[src/rtl/uart_alu_frame_controller.sv]
// UART-to-ALU frame controller: gathers operand/opcode bytes, drives the ALU,
// and hands the result to the transmitter.
module uart_alu_frame_controller #(
  parameter int NB_DATA    = 8,
  parameter int NB_OPCODE  = 6,
  parameter int N_OPERANDS = 2,
  parameter int NB_TIMEOUT = 20,
  parameter int NB_STATES  = 4
) (
  input  logic                          i_clock,
  input  logic                          i_reset,
  input  logic [NB_DATA-1:0]            i_rx_data,
  input  logic                          i_rx_valid,
  input  logic [NB_DATA-1:0]            i_alu_result,
  input  logic                          i_tx_done,
  output logic [N_OPERANDS*NB_DATA-1:0] o_operands,
  output logic [NB_OPCODE-1:0]          o_opcode,
  output logic [NB_DATA-1:0]            o_tx_data,
  output logic                          o_tx_start,
  output logic                          o_busy,
  output logic                          o_frame_error,
  output logic                          o_overrun,
  output logic [NB_STATES-1:0]          o_dbg_state
);

  localparam logic [NB_STATES-1:0] COLLECT_OPERANDS = NB_STATES'(1);
  localparam logic [NB_STATES-1:0] COLLECT_OPCODE   = NB_STATES'(2);
  localparam logic [NB_STATES-1:0] EXECUTE          = NB_STATES'(4);
  localparam logic [NB_STATES-1:0] WAIT_TX          = NB_STATES'(8);

  localparam int NB_IDX = (N_OPERANDS > 1) ? $clog2(N_OPERANDS) : 1;
  localparam logic [NB_IDX-1:0] LAST_IDX = NB_IDX'(N_OPERANDS - 1);

  logic [NB_STATES-1:0]  state;
  logic [NB_IDX-1:0]     idx;
  logic [NB_TIMEOUT-1:0] tmo;
  logic                  tmo_full;

  assign tmo_full    = &tmo;
  assign o_busy      = state[2] | state[3];
  assign o_dbg_state = state;

  always_ff @(posedge i_clock or posedge i_reset) begin
    if (i_reset) begin
      state         <= COLLECT_OPERANDS;
      idx           <= '0;
      tmo           <= '0;
      o_operands    <= '0;
      o_opcode      <= '0;
      o_tx_data     <= '0;
      o_tx_start    <= 1'b0;
      o_frame_error <= 1'b0;
      o_overrun     <= 1'b0;
    end else begin
      o_tx_start    <= 1'b0;
      o_frame_error <= 1'b0;
      o_overrun     <= 1'b0;
      unique case (1'b1)
        state[0]: begin
          if (i_rx_valid) begin
            for (int i = 0; i < N_OPERANDS; i++)
              if (idx == NB_IDX'(i))
                o_operands[i*NB_DATA +: NB_DATA] <= i_rx_data;
            tmo <= '0;
            if (idx == LAST_IDX) begin
              idx   <= '0;
              state <= COLLECT_OPCODE;
            end else begin
              idx <= idx + NB_IDX'(1);
            end
          end else if (idx != '0) begin
            // partial frame idle: abort once the counter saturates
            if (tmo_full) begin
              o_frame_error <= 1'b1;
              idx           <= '0;
              tmo           <= '0;
            end else begin
              tmo <= tmo + NB_TIMEOUT'(1);
            end
          end
        end
        state[1]: begin
          if (i_rx_valid) begin
            o_opcode <= i_rx_data[NB_OPCODE-1:0];
            tmo      <= '0;
            state    <= EXECUTE;
          end else if (tmo_full) begin
            o_frame_error <= 1'b1;
            idx           <= '0;
            tmo           <= '0;
            state         <= COLLECT_OPERANDS;
          end else begin
            tmo <= tmo + NB_TIMEOUT'(1);
          end
        end
        state[2]: begin
          o_tx_data  <= i_alu_result;
          o_tx_start <= 1'b1;
          o_overrun  <= i_rx_valid;
          tmo        <= '0;
          state      <= WAIT_TX;
        end
        state[3]: begin
          o_overrun <= i_rx_valid;
          tmo       <= '0;
          if (i_tx_done) begin
            idx   <= '0;
            state <= COLLECT_OPERANDS;
          end
        end
        default: begin
          idx   <= '0;
          tmo   <= '0;
          state <= COLLECT_OPERANDS;
        end
      endcase
    end
  end

endmodule
[config.mk]
export PLATFORM = sky130hd
export DESIGN_NAME = uart_alu_frame_controller
export DESIGN_NICKNAME = d
export VERILOG_FILES = /design/src/rtl/uart_alu_frame_controller.sv
export SDC_FILE = /design/constraint.sdc
export NUM_CORES = 1
export LEC_CHECK = 0
export ABC_AREA = 1
export CORE_UTILIZATION = 45
export DETAILED_ROUTE_END_ITERATION = 6
export PLACE_DENSITY = 0.71
export SLEW_MARGIN = 20
export SYNTH_ARGS = -nofsm -noshare
export SYNTH_HDL_FRONTEND = slang
export SYNTH_SLANG_ARGS = --single-unit
[constraint.sdc]
create_clock -name i_clock -period 1.6 [get_ports i_clock]
set_input_delay 0.24 -clock i_clock [delete_from_list [all_inputs] [get_ports i_clock]]
set_output_delay 0.24 -clock i_clock [all_outputs]
set_load 0.01 [all_outputs]
==> impl_metrics.py <==
metrics = {
    "final_layout": {
        "nets": 422,
        "area_growth_pct": 37.49,
        "fillers": 470,
        "drive_gt1_frac": 0.1700,
        "antenna_cells": 0,
    },
    "sta": {
        "slew_viol_final": 0,
        "final.period_utilization": 0.9466,
        "finalClockSkew_ns": 0.009420,
        "hold_ws_ns": 0.2374,
        "min_period_ns": 1.515,
        "setup_violations": 0,
        "max-slew-margin-rel": 0.7362,
        "fmax_ghz": 0.6603,
        "rsz0062_at_grt": "false",
        "tightestPinTransition_ns": 0.3947,
        "fin_setup_tns_ns": 0,
        "finalHoldViolCount": 0,
    },
    "critical_path": {
        "critPathTopFamily": "buffers and inverters",
        "cp-end-kind": "primary output",
        "worstReg2RegEnd": "tmo[4]",
        "critical_path.cell_chain": "clkdlybuf4s50_1",
        "r2r_slack_ns": 0.16,
        "crit_arrival_ns": 1.27,
        "crit_path_max_fanout": 2,
        "slowest_delay_ns": 0.58,
        "startpoint": "o_operands[4]",
        "reg2reg_depth": 10,
        "worstReg2RegStart": "tmo[1]",
        "path_class": "register to primary output",
        "cp_slowest_cell": "clkdlybuf4s50_1",
        "worst-path-buf-inv": 1,
        "cp-start-kind": "register",
        "worstPathRequired_ns": 1.36,
    },
    "drt": {
        "firstDrtPassIters": 5,
        "ant_nets": 0,
        "drc_errors": 0,
        "wl_um": 6031,
        "drt_iter0_markers": 75,
        "wl_per_cell_um": 12.62,
        "vias": 2316,
        "viasPerCell": 4.845,
    },
    "synth": {
        "synth_cell_types": 29,
        "yosys_warnings": 0,
        "synth_fp_nets": 340,
        "synth_top_cell_area_share": 0.5302,
        "synth_commonest_cells": "nand2_1, dfrtp_1, inv_1",
        "synth_edf_count": 0,
        "yosysMostFrequentCell": "nand2_1",
        "ys_top_cells_by_area": "dfrtp_1, nand2_1, o21ai_0",
        "netlist_instances": 319,
        "syn-cell-area_mm2": 0.002690,
        "synth_seq_area_share": 0.5400,
        "dominantRegCellSynth": "dfrtp_1",
        "avgSynthCellArea_um2": 8.433,
        "synth_area_leader_cell": "dfrtp_1",
        "synth_seq_cells": 58,
        "synthArstFlopShare": 1.000,
    },
    "clock_tree": {
        "clk_latency_ns": 0.34,
        "cts_tree": "done",
        "clk_pin_slew_ns": 0.06,
        "cts_inserted_buffers": 9,
        "ctsHoldBuffers": 0,
        "cts.path.max_buffers": 2,
        "clockRootBuffer": "clkbuf_8",
        "htree_levels": 3,
        "clock-sinks": 58,
        "post_cts_buffers": 0,
    },
    "pwr": {
        "power.total_uw": 5791,
        "ir_drop_v": 0.0009936,
        "power.density_mw_per_mm2": 1566,
        "p_leak_uw": 0.001754,
    },
    "placed_design": {
        "gp_congestion": 0.8465,
        "dp_hpwl_um": 4382,
        "placement.io_buffers": 57,
    },
    "floorplanning": {
        "die_h_um": 79.32,
        "initial_utilization": 0.4768,
        "core_area_mm2": 0.005642,
        "die_w_um": 79.32,
        "num_rows": 27,
        "dieArea_mm2": 0.006291,
        "pin_count": 58,
    },
    "min_path": {
        "timing.hold.worst.class": "input port to asynchronous set/reset pin",
    },
    "run": {
        "max_cap_viol_count": 0,
    },
    "global_route": {
        "grt_antenna_before_repair": 0,
        "grt_pass1_wl_um": 10210,
        "grt_pass1_vias": 2311,
        "grt_start_max_net_pins": 21,
        "track_usage": 0.2113,
        "grt.overflow.total": 0,
    },
    "status": {
        "status": "completed",
    },
}
-- through the flow --
step,instance area (um^2),utilization,instances,setup slack [ns]
after global routing,3699,0.6556,478,0.007396
after global placement,3478,0.6165,461,-0.01047
after CTS,3672,0.6509,477,0.02389
final,3699,0.6556,478,0.08546
after floorplan,2694,-,319,0.1074
after detailed placement,3478,0.6165,461,-0.05179
-- where the power goes --
part	switching, uW	internal, uW
clock network	574	756
logic	1110	1130
registers	290	1930
total	1980	3810
-- kinds of logic (layout without fill, tap and decap cells) --
logic type,after synthesis,count (layout),share of synthesized area
and+or+nand+nor,170,170,0.2851
DFF,58,58,0.5400
buffers and inverters,47,134,0.07628
AOI/OAI and AO/OA,37,37,0.07442
xor gates and xnor gates,6,6,0.01953
adders and majority gates,1,1,0.004650
-- per-layer routing --
| metal | up-vias | track usage | share of wire | wire length (um) |
|---|---|---|---|---|
| met5 | - | 0 | 0 | 0 |
| met3 | 5 | 0.08506 | 0.065 | 389 |
| met2 | 53 | 0.3500 | 0.49 | 2926 |
| met4 | 0 | 0.06364 | 0.0085 | 51 |
| met1 | 1097 | 0.2509 | 0.44 | 2664 |
| li1 | 1161 | - | - | - |
-- cells in the final DEF, fill, tap and decap left out, drive strengths merged --
cell,synthesis,layout
dfrtp,57,57
nor2,43,43
a21oi,1,1
clkinvlp,0,1
a211oi,1,1
bufinv,0,1
buf,3,19
o21ai,30,30
clkinv,2,5
clkdlybuf4s50,0,53
dfstp,1,1
nand4,8,8
dlygate4sd2,0,3
o31ai,1,1
clkbuf,3,11
xor2,4,4
o211ai,1,1
nand2,100,100
ha,1,1
xnor2,2,2
dlymetal6s2s,0,1
o21bai,3,3
inv,39,40
nand3,19,19
-- worst reg2reg max path: cells and delay by family, from the launching register on --
family,cells,cell delay [ns]
AND/OR/NAND/NOR,7,0.61
flip-flops,1,0.36
buffers and inverters,2,0.19
adder cells (fa/ha/maj),1,0.16
-- worst max-delay path by stage --
stage	end	slack [ns]	depth (start not counted)
2_1_floorplan	tmo[6]	0.11	11
4_1_cts	o_dbg_state[1]	0.02	1
3_3_place_gp	tmo[12]	-0.01	8
3_5_place_dp	tmo[7]	-0.05	10
6_report	o_operands[4]	0.09	1
5_1_grt	tmo[7]	0.007	10
-- final cells by class --
type,instances,area [um^2],share of cell area
clock buffer,11,141.4,0.03823
sequential,58,1453,0.3928
multi-input combinational,214,1047,0.2832
tap,72,90.09,0.02436
clock inverter,5,53.80,0.01455
timing repair buffer,76,737.0,0.1993
timing repair inverter,1,8.758,0.002368
inverter,41,167.7,0.04533
-- registers in the layout, indices dropped and copies added, names as in the netlist --
| register | count |
|---|---|
| o_tx_data | 8 |
| tmo | 20 |
| o_overrun | 1 |
| o_dbg_state | 4 |
| o_tx_start | 1 |
| o_opcode | 6 |
| o_operands | 16 |
| idx | 1 |
| o_frame_error | 1 |
-- timing repair --
item                                    4_1_cts  5_1_grt
pin swaps                                     0        1
endpoints found under the setup margin        3       18
resized for setup                             4        6
gates cloned                                  0        1
Note: power is estimated with default switching activity, not from simulation.
